**src/rtl/pipe_ctrl.sv**
```systemverilog
`default_nettype none
// ============================================================================
//  Module      : pipe_ctrl
//  Description : Pipeline control for the five-stage Y86-64 core. Detects
//                load/use, ret and mispredict hazards, drives per-stage
//                stall/bubble controls, and sequences the run state
//                (INIT -> RUN -> DRAIN -> HALT). Performance counters are
//                built only when PIPE_CTRL_PERF_EN is defined.
//  Revision    : 1.0  initial release
// ============================================================================
module pipe_ctrl #(
    parameter int CNT_W = 32
) (
    input  logic             clk,
    input  logic             rst,
    input  logic [3:0]       D_icode,
    input  logic [3:0]       d_srcA,
    input  logic [3:0]       d_srcB,
    input  logic [3:0]       E_icode,
    input  logic [3:0]       E_dstM,
    input  logic             e_cnd,
    input  logic [3:0]       M_icode,
    input  logic [3:0]       m_stat,
    input  logic [3:0]       W_icode,
    input  logic [3:0]       W_stat,
    output logic             F_stall,
    output logic             D_stall,
    output logic             D_bubble,
    output logic             E_bubble,
    output logic             M_bubble,
    output logic             W_stall,
    output logic             set_cc,
    output logic             halted,
    output logic [3:0]       cpu_stat,
    output logic [CNT_W-1:0] cycle_cnt,
    output logic [CNT_W-1:0] retire_cnt,
    output logic [CNT_W-1:0] bubble_cnt
);

    localparam logic [3:0] C_STAT_AOK = 4'h8;
    localparam logic [3:0] C_REG_NONE = 4'hF;
    localparam logic [3:0] C_I_NOP    = 4'h1;
    localparam logic [3:0] C_I_MRMOV  = 4'h5;
    localparam logic [3:0] C_I_OPQ    = 4'h6;
    localparam logic [3:0] C_I_JXX    = 4'h7;
    localparam logic [3:0] C_I_RET    = 4'h9;
    localparam logic [3:0] C_I_POPQ   = 4'hB;

    localparam logic [1:0] S_INIT  = 2'd0;
    localparam logic [1:0] S_RUN   = 2'd1;
    localparam logic [1:0] S_DRAIN = 2'd2;
    localparam logic [1:0] S_HALT  = 2'd3;

    logic [1:0] r_state;
    logic [1:0] w_state_nxt;
    logic       r_halted;
    logic [3:0] r_cpu_stat;

    logic w_lu;
    logic w_rt;
    logic w_mp;
    logic w_m_exc;
    logic w_w_exc;
    logic w_ex;
    logic w_retire;
    logic w_any_bubble;

    // Hazard detection terms from the stage-register fields
    always_comb begin
        w_lu    = ((E_icode == C_I_MRMOV) || (E_icode == C_I_POPQ)) &&
                  (E_dstM != C_REG_NONE) &&
                  ((E_dstM == d_srcA) || (E_dstM == d_srcB));
        w_rt    = (D_icode == C_I_RET) || (E_icode == C_I_RET) || (M_icode == C_I_RET);
        w_mp    = (E_icode == C_I_JXX) && !e_cnd;
        w_m_exc = (m_stat != C_STAT_AOK);
        w_w_exc = (W_stat != C_STAT_AOK);
        w_ex    = w_m_exc || w_w_exc;
    end

    // Pipe register controls; reset forces the INIT pattern immediately
    always_comb begin
        F_stall  = 1'b0;
        D_stall  = 1'b0;
        D_bubble = 1'b0;
        E_bubble = 1'b0;
        M_bubble = 1'b0;
        W_stall  = 1'b0;
        set_cc   = 1'b0;
        if (rst || (r_state == S_INIT)) begin
            F_stall  = 1'b1;
            D_bubble = 1'b1;
            E_bubble = 1'b1;
            M_bubble = 1'b1;
        end else if (r_state == S_HALT) begin
            F_stall  = 1'b1;
            D_stall  = 1'b1;
            W_stall  = 1'b1;
            E_bubble = 1'b1;
            M_bubble = 1'b1;
        end else begin
            // RUN and DRAIN share the hazard logic; DRAIN keeps M bubbled
            // and never updates condition codes.
            F_stall  = w_lu || w_rt;
            D_stall  = w_lu;
            D_bubble = w_mp || (w_rt && !w_lu);
            E_bubble = w_mp || w_lu;
            W_stall  = w_w_exc;
            if (r_state == S_RUN) begin
                M_bubble = w_ex;
                set_cc   = (E_icode == C_I_OPQ) && !w_ex;
            end else begin
                M_bubble = 1'b1;
                set_cc   = 1'b0;
            end
        end
    end

    // Run-state sequencing
    always_comb begin
        w_state_nxt = r_state;
        case (r_state)
            S_INIT:  w_state_nxt = S_RUN;
            S_RUN:   if (w_ex)    w_state_nxt = S_DRAIN;
            S_DRAIN: if (w_w_exc) w_state_nxt = S_HALT;
            default: w_state_nxt = S_HALT;
        endcase
    end

    // State register, registered halt flag and latched processor status
    always_ff @(posedge clk) begin
        if (rst) begin
            r_state    <= S_INIT;
            r_halted   <= 1'b0;
            r_cpu_stat <= C_STAT_AOK;
        end else begin
            r_state  <= w_state_nxt;
            r_halted <= (r_state == S_HALT);
            if ((r_state != S_HALT) && (w_state_nxt == S_HALT)) begin
                r_cpu_stat <= W_stat;
            end
        end
    end

    assign halted   = r_halted;
    assign cpu_stat = r_cpu_stat;

    assign w_retire     = (W_stat == C_STAT_AOK) && (W_icode != C_I_NOP);
    assign w_any_bubble = D_bubble || E_bubble;

`ifdef PIPE_CTRL_PERF_EN
    localparam logic [CNT_W-1:0] C_CNT_ONE = {{(CNT_W-1){1'b0}}, 1'b1};

    logic [CNT_W-1:0] r_cycle_cnt;
    logic [CNT_W-1:0] r_retire_cnt;
    logic [CNT_W-1:0] r_bubble_cnt;
    logic             w_cnt_en;

    assign w_cnt_en = (r_state == S_RUN) || (r_state == S_DRAIN);

    // Saturating performance counters, active only while running or draining
    always_ff @(posedge clk) begin
        if (rst) begin
            r_cycle_cnt  <= '0;
            r_retire_cnt <= '0;
            r_bubble_cnt <= '0;
        end else if (w_cnt_en) begin
            if (r_cycle_cnt != '1) begin
                r_cycle_cnt <= r_cycle_cnt + C_CNT_ONE;
            end
            if (w_retire && (r_retire_cnt != '1)) begin
                r_retire_cnt <= r_retire_cnt + C_CNT_ONE;
            end
            if (w_any_bubble && (r_bubble_cnt != '1)) begin
                r_bubble_cnt <= r_bubble_cnt + C_CNT_ONE;
            end
        end
    end

    assign cycle_cnt  = r_cycle_cnt;
    assign retire_cnt = r_retire_cnt;
    assign bubble_cnt = r_bubble_cnt;
`else
    // Counter qualifiers have no load without the counters
    logic w_unused_perf;
    assign w_unused_perf = w_retire ^ w_any_bubble;

    assign cycle_cnt  = '0;
    assign retire_cnt = '0;
    assign bubble_cnt = '0;
`endif

endmodule
`default_nettype wire

```
**config.mk**
```make
export PLATFORM = sky130hd
export DESIGN_NAME = pipe_ctrl
export DESIGN_NICKNAME = d
export VERILOG_FILES = /design/src/rtl/pipe_ctrl.sv
export SDC_FILE = /design/constraint.sdc
export NUM_CORES = 1
export LEC_CHECK = 0
export BUFFER_PORTS_ARGS = -buffer_cell sky130_fd_sc_hd__clkbuf_2
export CAP_MARGIN = 10
export CELL_PAD_IN_SITES_DETAIL_PLACEMENT = 0
export CELL_PAD_IN_SITES_GLOBAL_PLACEMENT = 2
export CORE_MARGIN = 3
export CORE_UTILIZATION = 16
export CTS_BUF_LIST = sky130_fd_sc_hd__clkbuf_8
export CTS_CLUSTER_SIZE = 12
export DETAILED_ROUTE_END_ITERATION = 7
export PLACE_DENSITY = 0.94
export SYNTH_ARGS = -nofsm -noshare
export SYNTH_HDL_FRONTEND = slang
export SYNTH_SLANG_ARGS = --single-unit
export TNS_END_PERCENT = 5
```
**constraint.sdc**
```tcl
create_clock -name clk -period 1.65 [get_ports clk]
set_clock_uncertainty 0.05 [all_clocks]
set_input_delay 0.0825 -clock clk [delete_from_list [all_inputs] [get_ports clk]]
set_output_delay 0.0825 -clock clk [all_outputs]
set_load 0.01 [all_outputs]
```
==> flow_metrics.env, run 1 <==
export IMPL_clock_latency_ns=0.23
export IMPL_synth_edf_count=0
export IMPL_post_cts_buffers=0
export IMPL_hpwl_um=2340
export IMPL_cp_top_family="simple AND/OR/NAND/NOR gates"
export IMPL_rsz0062_at_grt="false"
export IMPL_drc=0
export IMPL_stdcell_area_mm2=0.00134
export IMPL_vias=921
export IMPL_clkPwrFrac_pct=32.8
export IMPL_hp_class="in -> reg"
export IMPL_routedWlPerCell_um=7.99
export IMPL_htree_levels=1
export IMPL_path_clk_slew_ns=0.04
export IMPL_nFillCells=912
export IMPL_criticalPathCategory="in -> out"
export IMPL_cts_root_buf="clkbuf_8"
export IMPL_crit_buf_inv=2
export IMPL_io_buffers=46
export IMPL_critPathCapture="set_cc"
export IMPL_ir_worst_vdd_mv=0.161
export IMPL_synth_seq_cells=7
export IMPL_p_int_uw=446
export IMPL_worst_setup_path_end_kind="output port"
export IMPL_timing_rr_start="r_state[1]"
export IMPL_cts_buffers=3
export IMPL_max_cap_viol_count=0
export IMPL_start_kind="primary input"
export IMPL_drtPass1Iterations=4
export IMPL_p_seq_share_pct=26.6
export IMPL_grt_max_degree=10
export IMPL_status="complete, no violations"
export IMPL_crit_fanout=2
export IMPL_drt_total_wl_um=2520
export IMPL_timing_final_crit_share_pct=92.3
export IMPL_power_density_mw_per_mm2=541
export IMPL_setup_viol=0
export IMPL_fp_dieW_um=96.1
export IMPL_r2r_slack_ns=0.42
export IMPL_synthesis_area_mm2=0.00130
export IMPL_leakage_uw=0.000719
export IMPL_place_congestion=0.726
export IMPL_first_iter_violations=19
export IMPL_area_delta_synth_final_pct=3.28
export IMPL_synthFlopType="dfxtp_1"
export IMPL_netlist_instances=163
export IMPL_hold_buffers=0
export IMPL_num_rows=32
export IMPL_nNetsFinal=252
export IMPL_synth_seq_area_share_pct=10.8
export IMPL_power_uw=726
export IMPL_viasPerCell=2.92
export IMPL_switchingPower_uw=280
export IMPL_die_h_um=96.1
export IMPL_swShare_pct=38.6
export IMPL_antenna_found_initial=0
export IMPL_min_period_ns=1.52
export IMPL_layout_setup_ws_ns=0.128
export IMPL_core_mm2=0.00781
export IMPL_cts_sinks=7
export IMPL_ant_nets=0
export IMPL_final_setup_tns_ns=0
export IMPL_grt_pass1_wl_um=3240
export IMPL_die_area_mm2=0.00923
export IMPL_yosysUniqueCellTypes=33
export IMPL_async_flop_share_pct=0
export IMPL_drive_above_1_share_pct=27.8
export IMPL_reg2regPathDepth=5
export IMPL_crit_chain="clkbuf_2, nor4b_1, nand2_2, or4b_4, nor3_2, buf_2"
export IMPL_slowest_stage="or4b_4"
export IMPL_clockBufferDepth=2
export IMPL_slew_violations=0
export IMPL_first_global_vias=710
export IMPL_grt_usage_pct=4.44
export IMPL_gr_total_overflow=0
export IMPL_rr_endpoint="cpu_stat[0]"
export IMPL_cts_tree="done"
export IMPL_ys_warn_count=0
export IMPL_hold_violations=0
export IMPL_startpoint="m_stat[1]"
export IMPL_power_frac_comb_pct=40.6
export IMPL_syn_area_per_cell_um2=7.97
export IMPL_cp_arrival_ns=1.39
export IMPL_pre_cts_slack_ns=0.0338
export IMPL_required_ns=1.52
export IMPL_place_area_mm2=0.00129
export IMPL_fmaxAchievable_ghz=0.657
export IMPL_slowest_delay_ns=0.51
export IMPL_io_pins=147
export IMPL_start_util_pct=16.6
export IMPL_worst_path_stages=6
-- synth_stat cells (2+ instances only) --
cell	number	area, um^2
o2111ai_1	2	17.5
nand4_1	3	18.8
mux2i_1	2	20.0
nand3b_1	2	15.0
buf_4	97	728
dfxtp_1	7	140
xnor2_1	9	78.8
nand2_1	5	18.8
nor2_1	3	11.3
and3b_1	2	17.5
o21ai_0	2	10.0
nor4bb_1	3	30.0
a21oi_1	5	25.0
nor3_1	2	10.0
-- tightest hold or removal path: stages --
cell and delay, ns:
clkbuf_2 0.11, o22ai_1 0.09, nand2_1 0.07
-- per-layer routing --
layer / wire (um) / GRT usage [%]
met1: 763 / 4.68
met2: 1330 / 7.82
met3: 386 / 1.56
met4: 34 / 2.13
met5: 0 / 0
-- registers in the layout (all words and copies together) (netlist names) --
name / count
cpu_stat: 4
r_state: 2
halted: 1
-- area by class of cell --
type,count,area [um^2],area share [%]
clock inverters,1,3.75,0.280
clock buffers,3,41.3,3.08
repair buffers,49,253,18.8
diodes,1,2.50,0.187
well taps,102,128,9.51
flip-flops and latches,7,141,10.5
multi-input cells,151,768,57.3
inverters,1,3.75,0.280
-- cell usage in the layout (no fill, tap or decap), drive strengths merged, types with 2 or more instances in the layout --
| cell type | instances |
|---|---|
| a21oi | 5 |
| and3b | 2 |
| buf | 4 |
| clkbuf | 48 |
| conb | 96 |
| dfxtp | 7 |
| inv | 2 |
| mux2i | 2 |
| nand2 | 6 |
| nand3b | 2 |
| nand4 | 3 |
| nor2 | 3 |
| nor3 | 3 |
| nor4b | 2 |
| nor4bb | 3 |
| o2111ai | 2 |
| o21ai | 3 |
| or4b | 2 |
| xnor2 | 9 |
-- stage by stage --
stage	cells	utilization, %	hold slack, ns
after floorplan	258	-	0.148
after global placement	310	16.6	0.312
after detailed placement	310	16.6	0.330
after CTS	314	17.1	0.0958
after global routing	314	17.1	0.113
final	315	17.2	0.101
-- how the worst min path moves through the flow --
stage          cells past startpoint        from  slack (ns)     endpoint
4_1_cts                            3   W_stat[3]         0.1  cpu_stat[3]
6_report                           3   W_stat[3]        0.10  cpu_stat[3]
3_5_place_dp                       3   W_stat[3]        0.33  cpu_stat[3]
2_1_floorplan                      1  E_icode[0]        0.15       set_cc
3_3_place_gp                       3   W_stat[3]        0.31  cpu_stat[3]
5_1_grt                            3   W_stat[3]        0.11  cpu_stat[3]
-- timing repair --
action	CTS	global route
resized for setup	0	2
hold endpoints to repair	0	0
endpoints found under the setup margin	0	1
-- logic make-up (layout without fill, tap and decap cells) --
family,Yosys count,in the layout,share of synthesized area [%]
flops,7,7,10.8
buf+inv,100,54,57.5
other cells,1,97,0.289
mux,2,2,1.54
simple gates,31,31,17.6
xor+xnor,9,9,6.07
compound gates,13,13,6.17
-- power by group through the flow --
| stage | registers, uW | logic, uW | clock network (uW) |
|---|---|---|---|
| 4_1_cts | 192 | 291 | 247 |
| 3_5_place_dp | 196 | 289 | 0 |
| 3_3_place_gp | 195 | 287 | 0 |
| 2_1_floorplan | 194 | 369 | 0 |
| 6_report | 193 | 295 | 238 |
| 5_1_grt | 195 | 334 | 263 |
No activity file was read; power rests on OpenSTA's default activity.
==> run 2: changes to the inputs <==
--- a/config.mk
+++ b/config.mk
@@ -5,16 +5,18 @@
 export SDC_FILE = /design/constraint.sdc
 export NUM_CORES = 1
 export LEC_CHECK = 0
+export ABC_AREA = 1
 export BUFFER_PORTS_ARGS = -buffer_cell sky130_fd_sc_hd__clkbuf_2
 export CAP_MARGIN = 10
 export CELL_PAD_IN_SITES_DETAIL_PLACEMENT = 0
 export CELL_PAD_IN_SITES_GLOBAL_PLACEMENT = 2
+export CORE_ASPECT_RATIO = 1.25
 export CORE_MARGIN = 3
-export CORE_UTILIZATION = 16
+export CORE_UTILIZATION = 15
 export CTS_BUF_LIST = sky130_fd_sc_hd__clkbuf_8
 export CTS_CLUSTER_SIZE = 12
 export DETAILED_ROUTE_END_ITERATION = 7
-export PLACE_DENSITY = 0.94
+export PLACE_DENSITY = 0.92
 export SYNTH_ARGS = -nofsm -noshare
 export SYNTH_HDL_FRONTEND = slang
 export SYNTH_SLANG_ARGS = --single-unit
==> run 2 against run 1 <==
Power decreased by 0.71%. Worst setup slack improved by 0.073 ns. Synthesized cell count increased by 33%. Die area increased by 12%. First-iteration DRC count decreased by 26%. Combinational power decreased by 4%. Clock power increased by 2%. Fmax increased by 5.0%. Sequential power about the same. Cell area increased by 6.8%. Synthesized area increased by 5.6%. Sequential cell count unchanged. Critical path type is now reg -> out. Critical endpoint is now D_bubble. Largest cell class unchanged.
==> flow_metrics.env, run 2 <==
export IMPL_cts_tree="done"
export IMPL_core_mm2=0.00880
export IMPL_yosysUniqueCellTypes=22
export IMPL_cts_sinks=7
export IMPL_syn_area_per_cell_um2=6.35
export IMPL_grt_pass1_wl_um=3920
export IMPL_antenna_found_initial=0
export IMPL_slowest_stage="dfxtp_1"
export IMPL_synth_common_cells="96 x buf_4, 37 x nand2_1, 19 x inv_1"
export IMPL_switchingPower_uw=296
export IMPL_drc=0
export IMPL_largest_reg_flops=4
export IMPL_clock_latency_ns=0.23
export IMPL_drt_total_wl_um=2810
export IMPL_fmaxAchievable_ghz=0.690
export IMPL_io_pins=147
export IMPL_drive_above_1_share_pct=25.3
export IMPL_routedWlPerCell_um=7.31
export IMPL_final_cell_mix="96 x conb_1, 46 x clkbuf_2, 37 x nand2_1"
export IMPL_start_util_pct=15.6
export IMPL_drtPass1Iterations=3
export IMPL_setup_viol=0
export IMPL_io_buffers=46
export IMPL_antenna_cells=0
export IMPL_num_rows=38
export IMPL_async_flop_share_pct=0
export IMPL_max_cap_viol_count=0
export IMPL_synth_seq_cells=7
export IMPL_p_int_uw=425
export IMPL_fp_dieW_um=91.5
export IMPL_wl_met1_um=1040
export IMPL_swShare_pct=41.1
export IMPL_cts_buffers=3
export IMPL_timing_final_crit_share_pct=87.8
export IMPL_vias=1100
export IMPL_status="complete, no violations"
export IMPL_hold_violations=0
export IMPL_cts_resized=0
export IMPL_top_layer_used="met4"
export IMPL_crit_fanout=5
export IMPL_power_frac_comb_pct=39.5
export IMPL_netlist_instances=216
export IMPL_synth_seq_area_share_pct=10.2
export IMPL_dr_wl_met2_um=1370
export IMPL_cts_root_buf="clkbuf_8"
export IMPL_ys_warn_count=0
export IMPL_crit_chain="nor2_1, nor2_2, o21ai_0, inv_1, nand2_1, clkbuf_2"
export IMPL_place_congestion=0.656
export IMPL_first_global_vias=859
export IMPL_synth_edf_count=0
export IMPL_synthesis_area_mm2=0.00137
export IMPL_ant_nets=0
export IMPL_hpwl_um=2620
export IMPL_synth_top_area_share_pct=52.6
export IMPL_leakage_uw=0.000902
export IMPL_final_setup_tns_ns=0
export IMPL_die_h_um=113
export IMPL_first_iter_violations=14
export IMPL_nNetsFinal=305
export IMPL_start_kind="register"
export IMPL_synth_area_leader_cell="buf_4"
export IMPL_synth_area_leaders="buf_4 53%, dfxtp_1 10%, nand2_1 10%, inv_1 5.2%, nor2_1 4.4%"
export IMPL_layout_commonest_cell="conb_1"
export IMPL_p_seq_share_pct=27.0
export IMPL_viasPerCell=2.86
export IMPL_path_clk_slew_ns=0.04
export IMPL_clockBufferDepth=2
export IMPL_min_period_ns=1.45
export IMPL_post_cts_buffers=0
export IMPL_criticalPathCategory="reg -> out"
export IMPL_slowest_delay_ns=0.44
export IMPL_htree_levels=1
export IMPL_hp_class="in -> reg"
export IMPL_startpoint="r_state[0]"
export IMPL_hold_slack_ns=0.0282
export IMPL_area_delta_synth_final_pct=4.47
export IMPL_clkPwrFrac_pct=33.5
export IMPL_slew_violations=0
export IMPL_hold_buffers=0
export IMPL_die_area_mm2=0.0103
export IMPL_rsz0062_at_grt="false"
export IMPL_wl_met3_um=367
export IMPL_timing_rr_start="r_state[1]"
export IMPL_synthFlopType="dfxtp_1"
export IMPL_gr_total_overflow=0
export IMPL_ir_worst_vdd_mv=0.142
export IMPL_grt_usage_pct=4.72
export IMPL_required_ns=1.52
export IMPL_power_density_mw_per_mm2=503
export IMPL_grt_max_degree=8
export IMPL_hp_start="W_stat[3]"
export IMPL_worst_setup_path_end_kind="output port"
export IMPL_synth_most_common_cell="buf_4"
export IMPL_cp_arrival_ns=1.32
==> run 2: cell count changes after synthesis, moves of 3 or more <==
| cell | delta |
|---|---|
| nor4bb_1 | -3 |
| inv_1 | +18 |
| nand3_1 | +10 |
| a21oi_1 | -4 |
| nor2_1 | +13 |
| xnor2_1 | -9 |
| nand2_1 | +32 |
| inv_2 | +7 |
==> run 2: worst max-delay path, delay by kind of cell (launching register included) <==
family / cells / cell delay, ns
flops: 1 / 0.44
buf+inv: 2 / 0.18
simple gates: 3 / 0.34
compound gates: 1 / 0.12
==> run 2: logic make-up (layout without fill, tap and decap cells) <==
logic type / after synthesis / after routing / share of synthesized area (%)
AO/OA/AOI/OAI: 9 / 9 / 4.74
buffers and inverters: 123 / 77 / 59.9
flip-flops: 7 / 7 / 10.2
other: 1 / 96 / 0.273
AND/OR/NAND/NOR: 76 / 76 / 24.8
==> run 2: worst paths after layout <==
check | endpoint | slack (ns) | cells past startpoint
worst max-delay path | D_bubble | 0.20 | 6
worst min-delay path | cpu_stat[3] | 0.03 | 3
worst max register to register | cpu_stat[2] | 0.64 | 6
worst min register to register | cpu_stat[1] | 0.42 | 2
==> run 2: layout make-up <==
class,instances,area [um^2]
Sequential cell,7,140
Multi-Input combinational cell,181,766
Timing Repair Buffer,46,230
Clock buffer,3,41.3
Clock inverter,1,3.75
Inverter,27,101
Tap cell,120,150
Fill cell,1049,7360
==> run 2: routing by layer <==
layer  global-route usage (%)  up-vias
met5                        0        -
met4                     1.81        0
met3                    0.864        3
met2                     8.29       88
met1                     5.65      450
li1                         -      559
==> run 2: metrics by stage <==
stage                     cell area [um^2]  utilization [%]  setup WS (ns)  total power, uW  instances
after floorplan                       1730                -          0.601              559        311
after global placement                1390             15.8          0.446              477        381
after detailed placement              1390             15.8          0.417              479        381
after CTS                             1430             16.3          0.165              727        385
after global routing                  1430             16.3         0.0392              782        385
final                                 1430             16.3          0.201              721        385
==> run 2: power groups by stage <==
stage	Combinational, uW	Sequential (uW)	Clock [uW]
2_1_floorplan	359	200	0
3_3_place_gp	281	197	0
3_5_place_dp	282	197	0
4_1_cts	283	194	250
5_1_grt	324	196	263
6_report	284	194	242
